File: src/rtl/binary_to_bcd_pkg.sv
// Shared types and constants for the sequential binary-to-BCD converter.
// Build option: BCD_LEADING_BLANK_EN (leading-zero blanking, used by binary_to_bcd).
package binary_to_bcd_pkg;

    typedef enum logic [1:0] {
        IDLE    = 2'd0,
        CONVERT = 2'd1,
        FINISH  = 2'd2
    } state_t;

    localparam int          DEF_IN_WIDTH   = 10;
    localparam int          DEF_DIGITS     = 4;
    localparam logic [3:0]  BCD_BLANK      = 4'hF;
    localparam logic [3:0]  BCD_ADJ_THRESH = 4'd5;

endpackage

File: src/rtl/binary_to_bcd_bcd_digit_adjust.sv
// Double-dabble nibble correction: adds 3 to any digit of 5 or more before the shift.
module bcd_digit_adjust
    import binary_to_bcd_pkg::*;
(
    input  logic [3:0] digit_i,
    output logic [3:0] digit_o
);

    // 4-bit wrap is harmless: a valid BCD digit never exceeds 9, so the sum stays <= 12.
    assign digit_o = (digit_i >= BCD_ADJ_THRESH) ? digit_i + 4'd3 : digit_i;

endmodule

File: src/rtl/binary_to_bcd.sv
// Sequential shift-and-add-3 converter: one bit per clock, IN_WIDTH+2 cycles per result.
// Build option: define BCD_LEADING_BLANK_EN to replace leading zero digits with BCD_BLANK.
module binary_to_bcd
    import binary_to_bcd_pkg::*;
#(
    parameter int IN_WIDTH = DEF_IN_WIDTH,
    parameter int DIGITS   = DEF_DIGITS
) (
    input  logic                  clk_i,
    input  logic                  rst_i,
    input  logic                  start_i,
    input  logic [IN_WIDTH-1:0]   bin_i,
    output logic [4*DIGITS-1:0]   bcdout_o,
    output logic                  done_o
);

    localparam int CNT_W = $clog2(IN_WIDTH + 1);
    localparam logic [CNT_W-1:0] CNT_LAST = CNT_W'(IN_WIDTH - 1);
    localparam logic [CNT_W-1:0] CNT_ONE  = CNT_W'(1);

    state_t                 state_q;
    logic [IN_WIDTH-1:0]    bin_sh_q;
    logic [4*DIGITS-1:0]    acc_q;
    logic [CNT_W-1:0]       cnt_q;
    logic [4*DIGITS-1:0]    bcdout_q;
    logic                   done_q;

    logic [4*DIGITS-1:0]    acc_adj;
    logic [4*DIGITS-1:0]    acc_d;
    logic [IN_WIDTH-1:0]    bin_sh_d;
    logic [4*DIGITS-1:0]    bcdout_d;
    logic                   unused_carry;

    genvar gi;
    generate
        for (gi = 0; gi < DIGITS; gi++) begin : g_adj
            bcd_digit_adjust u_adj (
                .digit_i (acc_q[4*gi +: 4]),
                .digit_o (acc_adj[4*gi +: 4])
            );
        end
    endgenerate

    // The bit shifted out of acc is always zero given 10^DIGITS > 2^IN_WIDTH - 1.
    assign {unused_carry, acc_d, bin_sh_d} = {acc_adj, bin_sh_q, 1'b0};

`ifdef BCD_LEADING_BLANK_EN
    always_comb begin
        logic leading;
        bcdout_d = acc_q;
        leading  = 1'b1;
        for (int k = DIGITS - 1; k >= 1; k--) begin
            if (leading && (acc_q[4*k +: 4] == 4'd0)) begin
                bcdout_d[4*k +: 4] = BCD_BLANK;
            end else begin
                leading = 1'b0;
            end
        end
    end
`else
    assign bcdout_d = acc_q;
`endif

    always_ff @(posedge clk_i or posedge rst_i) begin
        if (rst_i) begin
            state_q  <= IDLE;
            bin_sh_q <= '0;
            acc_q    <= '0;
            cnt_q    <= '0;
            bcdout_q <= '0;
            done_q   <= 1'b0;
        end else begin
            case (state_q)
                IDLE: begin
                    done_q <= 1'b0;
                    if (start_i) begin
                        bin_sh_q <= bin_i;
                        acc_q    <= '0;
                        cnt_q    <= '0;
                        state_q  <= CONVERT;
                    end
                end
                CONVERT: begin
                    done_q   <= 1'b0;
                    acc_q    <= acc_d;
                    bin_sh_q <= bin_sh_d;
                    cnt_q    <= cnt_q + CNT_ONE;
                    if (cnt_q == CNT_LAST) begin
                        state_q <= FINISH;
                    end
                end
                FINISH: begin
                    bcdout_q <= bcdout_d;
                    done_q   <= 1'b1;
                    state_q  <= IDLE;
                end
                default: begin
                    done_q  <= 1'b0;
                    state_q <= IDLE;
                end
            endcase
        end
    end

    assign bcdout_o = bcdout_q;
    assign done_o   = done_q;

endmodule

File: config.mk
export PLATFORM = sky130hd
export DESIGN_NAME = binary_to_bcd
export DESIGN_NICKNAME = d
export VERILOG_FILES = /design/src/rtl/binary_to_bcd_pkg.sv /design/src/rtl/binary_to_bcd_bcd_digit_adjust.sv /design/src/rtl/binary_to_bcd.sv
export SDC_FILE = /design/constraint.sdc
export NUM_CORES = 1
export LEC_CHECK = 0
export CAP_MARGIN = 20
export CORE_ASPECT_RATIO = 1.1
export CORE_UTILIZATION = 50
export CTS_BUF_LIST = sky130_fd_sc_hd__clkbuf_8
export DETAILED_ROUTE_END_ITERATION = 6
export GPL_TIMING_DRIVEN = 1
export PLACE_DENSITY = 0.73
export SYNTH_ARGS = -nofsm -noshare
export SYNTH_HDL_FRONTEND = slang
export SYNTH_SLANG_ARGS = --single-unit
export TNS_END_PERCENT = 30
File: constraint.sdc
create_clock -name clk_i -period 1.4 [get_ports clk_i]
set_input_delay 0.28 -clock clk_i [delete_from_list [all_inputs] [get_ports clk_i]]
set_output_delay 0.28 -clock clk_i [all_outputs]
set_load 0.1 [all_outputs]
==> After elaboration in Yosys (flattened, before gate mapping) <==
Cells that the tools add are included.
{ "totals": {"inputBits": 13, "output_inout_bits": 17, "wordCells": 38, "reg_bits": 49} }
{ "op_classes": {"mux": 14, "addsub": 5, "n_eq_ne": 5, "order_cmp": 4, "reduce_logical": 4} }
{ "op_table": {"columns": ["cell", "n"], "rows": [
  ["$pmux 16 s2", 1],
  ["$pmux 10 s2", 1],
  ["$ge 4x3->1 const B", 4],
  ["$mux 16", 1],
  ["$mux 4", 4],
  ["$add 4x2->4 const B", 3],
  ["$mux 10", 1],
  ["$pmux 4 s2", 1],
  ["$add 4x1->4 const B", 1],
  ["$eq 4x4->1 const B", 1],
  ["$mux 2", 2],
  ["$ne 2x2->1 const B", 2],
  ["$pmux 2 s2", 1],
  ["$reduce_and 2->1", 2],
  ["$add 3x2->3 const B", 1],
  ["$mux 3", 1],
  ["$eq 2x1->1 const B", 1],
  ["$eq 2x2->1 const B", 1],
  ["$logic_not 2->1", 1],
  ["$reduce_bool 2->1", 1],
  ["$mux 1", 1]
]} }

==> Longest topological paths before layout <==
{ "depth": {"depth_word": 3, "mapped_depth": 6, "ltp_nobuf": 6} }

==> Modules after synthesis <==
A second synthesis with hierarchy kept.
{ "unflattened": {"cells_unflattened": 220, "area_unflattened_um2": 2464.9} }
{ "modules_own_cells": {"columns": ["module", "seq_area_each_um2", "instances", "cells_each", "area_each_um2"], "rows": [
  ["binary_to_bcd", 1226.2, 1, 156, 2059.5],
  ["bcd_digit_adjust", 0.0, 4, 16, 101.3]
]} }

==> Worst setup path before layout <==
No wires, ideal clock.
{ "synth_timing": {"path_type": "register to register", "start": "register acc_q[0]", "end": "register acc_q[2]", "period_less_slack_ps": 1386, "setup_ps": 121, "stages_incl_launch_ff": 7, "required_time_ps": 1279, "path_slack_ps": 14, "n_path_buf": 0, "t_arrival_ps": 1265, "cell_sequence": "dfrtp_1 inv_1 ha_1 nand2b_1 a21oi_1 mux2i_1 a22o_1"} }
{ "synth_via": {"elab_chain_cells": 3, "elab_cells_between_ends": 4, "classes_between": "1 x add/sub; 1 x order compare; 2 x mux"} }
{ "synth_rtl": {"columns": ["item", "line_no", "source"], "rows": [
  ["from (decl)", "binary_to_bcd.sv:23", "logic [4*DIGITS-1:0] acc_q;"],
  ["from (signal assigned)", "binary_to_bcd.sv:68", "acc_q <= '0;"],
  ["from (signal assigned)", "binary_to_bcd.sv:78", "acc_q <= '0;"],
  ["from (signal assigned)", "binary_to_bcd.sv:85", "acc_q <= acc_d;"],
  ["$add 4x2->4 / $ge 4x3->1 (equally long branches)", "binary_to_bcd_bcd_digit_adjust.sv:10", "assign digit_o = (digit_i >= BCD_ADJ_THRESH) ? digit_i + 4'd3 : digit_i;"],
  ["$mux 4 (*)", "binary_to_bcd_bcd_digit_adjust.sv:10", null],
  ["$pmux 16 s2 (*)", "binary_to_bcd.sv:73", "case (state_q)"]
]} }
Every way passes the cells marked *; elsewhere a longest branch is shown, timed or not.
A chain may end at the register's enable or synchronous reset.

==> Worst setup path after layout <==
{ "layout_timing": {"start": "register acc_q[9]", "end": "register acc_q[10]"} }
Same word-level chain as after synthesis.

==> metrics.md <==
| Metric | Value |
|---|---|
| Largest family of logic cells by synthesized area | simple AND/OR/NAND/NOR gates |
| Worst reg-to-reg path cell count | 7 |
| Mean area per synthesized cell | 11.59 um^2 |
| Layout cell share with drive strength beyond 1 | 37.07% |
| WS Path Type | reg2reg |
| # IOs | 30 |
| Residual DRC count | 0 |
| Area delta synth->final | 37.34% |
| Cts bufs inserted | 5 |
| Mux cell area share after synthesis | 11.22% |
| Setup TNS | -0.05187 ns |
| GPL Wtd Cong | 0.7490 |
| Final ANT Viol Nets | 0 |
| Setup-failing EPs final | 1 |
| Core Footprint | 0.004410 mm^2 |
| Xor/xnor share of the synthesized area | 2.234% |
| Die Width | 67.40 um |
| Fmax | 688.8 MHz |
| Synth area leaders | dfrtp_1 (52%), mux2_4 (5.7%), nand2_1 (5.4%) |
| Slowest stage delay, CP | 0.44 ns |
| Post-synth top area cell | dfrtp_1 |
| RSZ-0062 raised after global routing | true |
| Yosys reg bits | a little under 50 |
| Initial antenna violation count | 0 |
| Syn Std Cell Area | 0.002352 mm^2 |
| Clock root cell | clkbuf_8 |
| Post-Syn Instances | 203 |
| Detailed placement HPWL | around 2900 um |
| Port buffer count | 29 |
| Mapped Nets | 226 |
| Fill cell count | a little under 300 |
| Clock slew at reported path FFs | 0.08 ns |
| Rel. slew slack | 79.04% |
| Later-pin clock latency in the skew report | 0.30 ns |
| Synth Area in Compound Gates | 10.85% |
| Yosys top cell area share | 52.13% |
| Fin nets | approximately 280 |
| Area after DPL | between 0.003 and 0.004 mm^2 |
| Synthesis Warnings | 0 |
| Crit Path Max Fanout | 4 |
| Sequential Area | 0.001226 mm^2 |
| CP max-delay cell | dfrtp_1 |
| Die area | between 0.004 and 0.005 mm^2 |
| DRT iter0 DRCs | 73 |
| Startpoint types | register |
| Unique masters post-synth | 33 |
| Worst-path cell chain | inv_2 -> ha_2 -> nand2b_4 -> a21oi_2 -> buf_4 -> mux2i_1 -> a22o_1 |
| Tightest Pin Transition | 0.3112 ns |
| Layout Skew | 0.003913 ns |
| Post-synth EDFFs | 0 |
| Multi-input gate area | 0.001095 mm^2 |
| Sequential share of the synthesized area | ~52% |
| Global Route Usage Sum | 19.83% |
| Main synth FF type | dfrtp_1 |
| MaxCap Viol Count | 0 |
| Fin. max-slew vios | 0 |
| Htree depth | 2 |
| Clock Tree Buf Depth | 2 |
| Post-CTS Hold Buffers | 0 |
| Largest net degree at the start of global routing | 50 |
| Critical Path RT | about 1.6 ns |
| Worst Setup End Kind | register |
| Starting Density | 53.33% |
| CTS tree | done |
| Adder-cell share of the synthesized area | 5.319% |
| # diodes | 0 |
| Row cnt | 25 |
| Vias in the first global route | roughly 1700 |
| FFs w/ async S/R, synth | between 90% and 100% |
| Die Y | 73.94 um |
| Design area | 0.003231 mm^2 |
| Grt ovf | 0 |
| Post-Synth Simple-Gate Area | between 10% and 20% |
| Worst path arrival time | 1.70 ns |
| CTS Sinks | 49 |
| Vias per cell | 5.300 |
| Status | complete, but fails checks |
| Drt wl/cell | 13.77 um |
| Final hold violations | 0 |
| PnR worst setup slack | -0.05187 ns |
| Final worst path period need | 1.452 ns |
| Failing checks | setup timing |
| WL final | 4309 um |
| Via count | 1659 |
| Final Cycle Share | 103.7% |
| Drt pass-1 iters | 4 |
| Hold Path Class | in2async |
| First-pass GRT wire length | 7293 um |
## critical path, delay by kind of cell, from the launching register on
family / cells / cell delay (ns)
adders and majority gates: 1 / 0.17
buffers and inverters: 2 / 0.21
AOI/OAI and AO/OA: 2 / 0.26
muxes: 1 / 0.18
and+or+nand+nor: 1 / 0.13
DFF: 1 / 0.44
## area by class of cell
type | instances | share of cell area, %
clock buffer | 5 | 2.130
clock inverter | 3 | 0.3486
inverter | 10 | 1.278
multi-input combinational | 135 | 33.89
sequential | 49 | 37.96
tap | 54 | 2.091
timing repair buffer | 57 | 22.31
## path summary, 6_finish.rpt
kind | slack [ns] | end | start
worst min-delay path | 0.38 | done_o | rst_i
worst min register to register | 0.46 | cnt_q[3] | cnt_q[3]
worst max-delay path | -0.05 | acc_q[10] | acc_q[9]
max in group asynchronous | 0.79 | bcdout_o[7] | rst_i
min in group clk_i | 0.46 | cnt_q[3] | cnt_q[3]
worst max register to register | -0.05 | acc_q[10] | acc_q[9]
## timing repair
action | in CTS | in global routing
buffers inserted | 0 | 3
hold endpoints to repair | 0 | 0
resized for setup | 4 | 19
cloned | 0 | 0
pin swaps | 2 | 9
endpoints found under the setup margin | 6 | 10
## cell families (layout without fill, tap and decap cells)
group,after synthesis,in the layout
simple gates,60,60
flops,49,49
compound gates,38,38
mux,21,21
buf+inv,19,75
fa+ha+maj,10,10
xor+xnor,6,6
## cell usage in the layout (no fill, tap or decap), types with 2 or more instances in the layout
cell type        count
a21oi_2              2
a21oi_4              2
a22o_1               5
a22oi_1              7
a31oi_1              2
buf_12              21
buf_4               24
clkbuf_8             5
clkdlybuf4s50_1     12
dfrtp_1             49
ha_1                 3
ha_2                 6
inv_1                8
inv_2                4
mux2_2               7
mux2_4               9
mux2i_1              5
nand2_1             34
nand2b_1             2
nand2b_4             3
nand3_1              6
nor2_1               3
nor3_1               4
o21ai_0              5
o21ai_1              6
o21ai_2              5
o31ai_1              2
xnor2_1              4
xor2_1               2
## per-stage QoR
| step | hold WS [ns] | instances | worst slack [ns] | utilization [%] |
|---|---|---|---|---|
| final | 0.3772 | 313 | -0.05187 | 73.25 |
| after global routing | 0.4195 | 313 | -0.1360 | 73.25 |
| after CTS | 0.3926 | 310 | -0.03487 | 70.87 |
| after detailed placement | 0.4578 | 302 | -0.1708 | 68.79 |
| after floorplan | 0.3160 | 203 | 0.01401 | - |
| after global placement | 0.4547 | 302 | -0.1556 | 68.79 |
## state kept, by name (all words and copies together), names as in the netlist
name,cells
acc_q,16
bcdout_o,16
bin_sh_q,10
cnt_q,4
state_q,2
done_o,1
## synth_stat cells, types with 5 or more instances
| library cell | count |
|---|---|
| a21oi_1 | 5 |
| inv_1 | 10 |
| o21ai_0 | 5 |
| nand2b_1 | 5 |
| ha_1 | 10 |
| mux2_4 | 9 |
| o21ai_1 | 6 |
| a22oi_1 | 7 |
| mux2i_1 | 5 |
| mux2_2 | 7 |
| a22o_1 | 5 |
| o21ai_2 | 5 |
| nand3_1 | 6 |
| nand2_1 | 34 |
| dfrtp_1 | 49 |
## metal layers
metal	track usage, %	routed length (um)	share of wire [%]	vias up
li1	-	-	-	803
met4	9.456	119	2.8	0
met3	4.601	120	2.8	9
met2	31.78	2142	50	35
met1	25.38	1927	45	812
met5	0	0	0	-
Power is left out: the tool's default activity adds up to more than one toggle a clock period on the data nets, which glitch-free logic cannot reach.
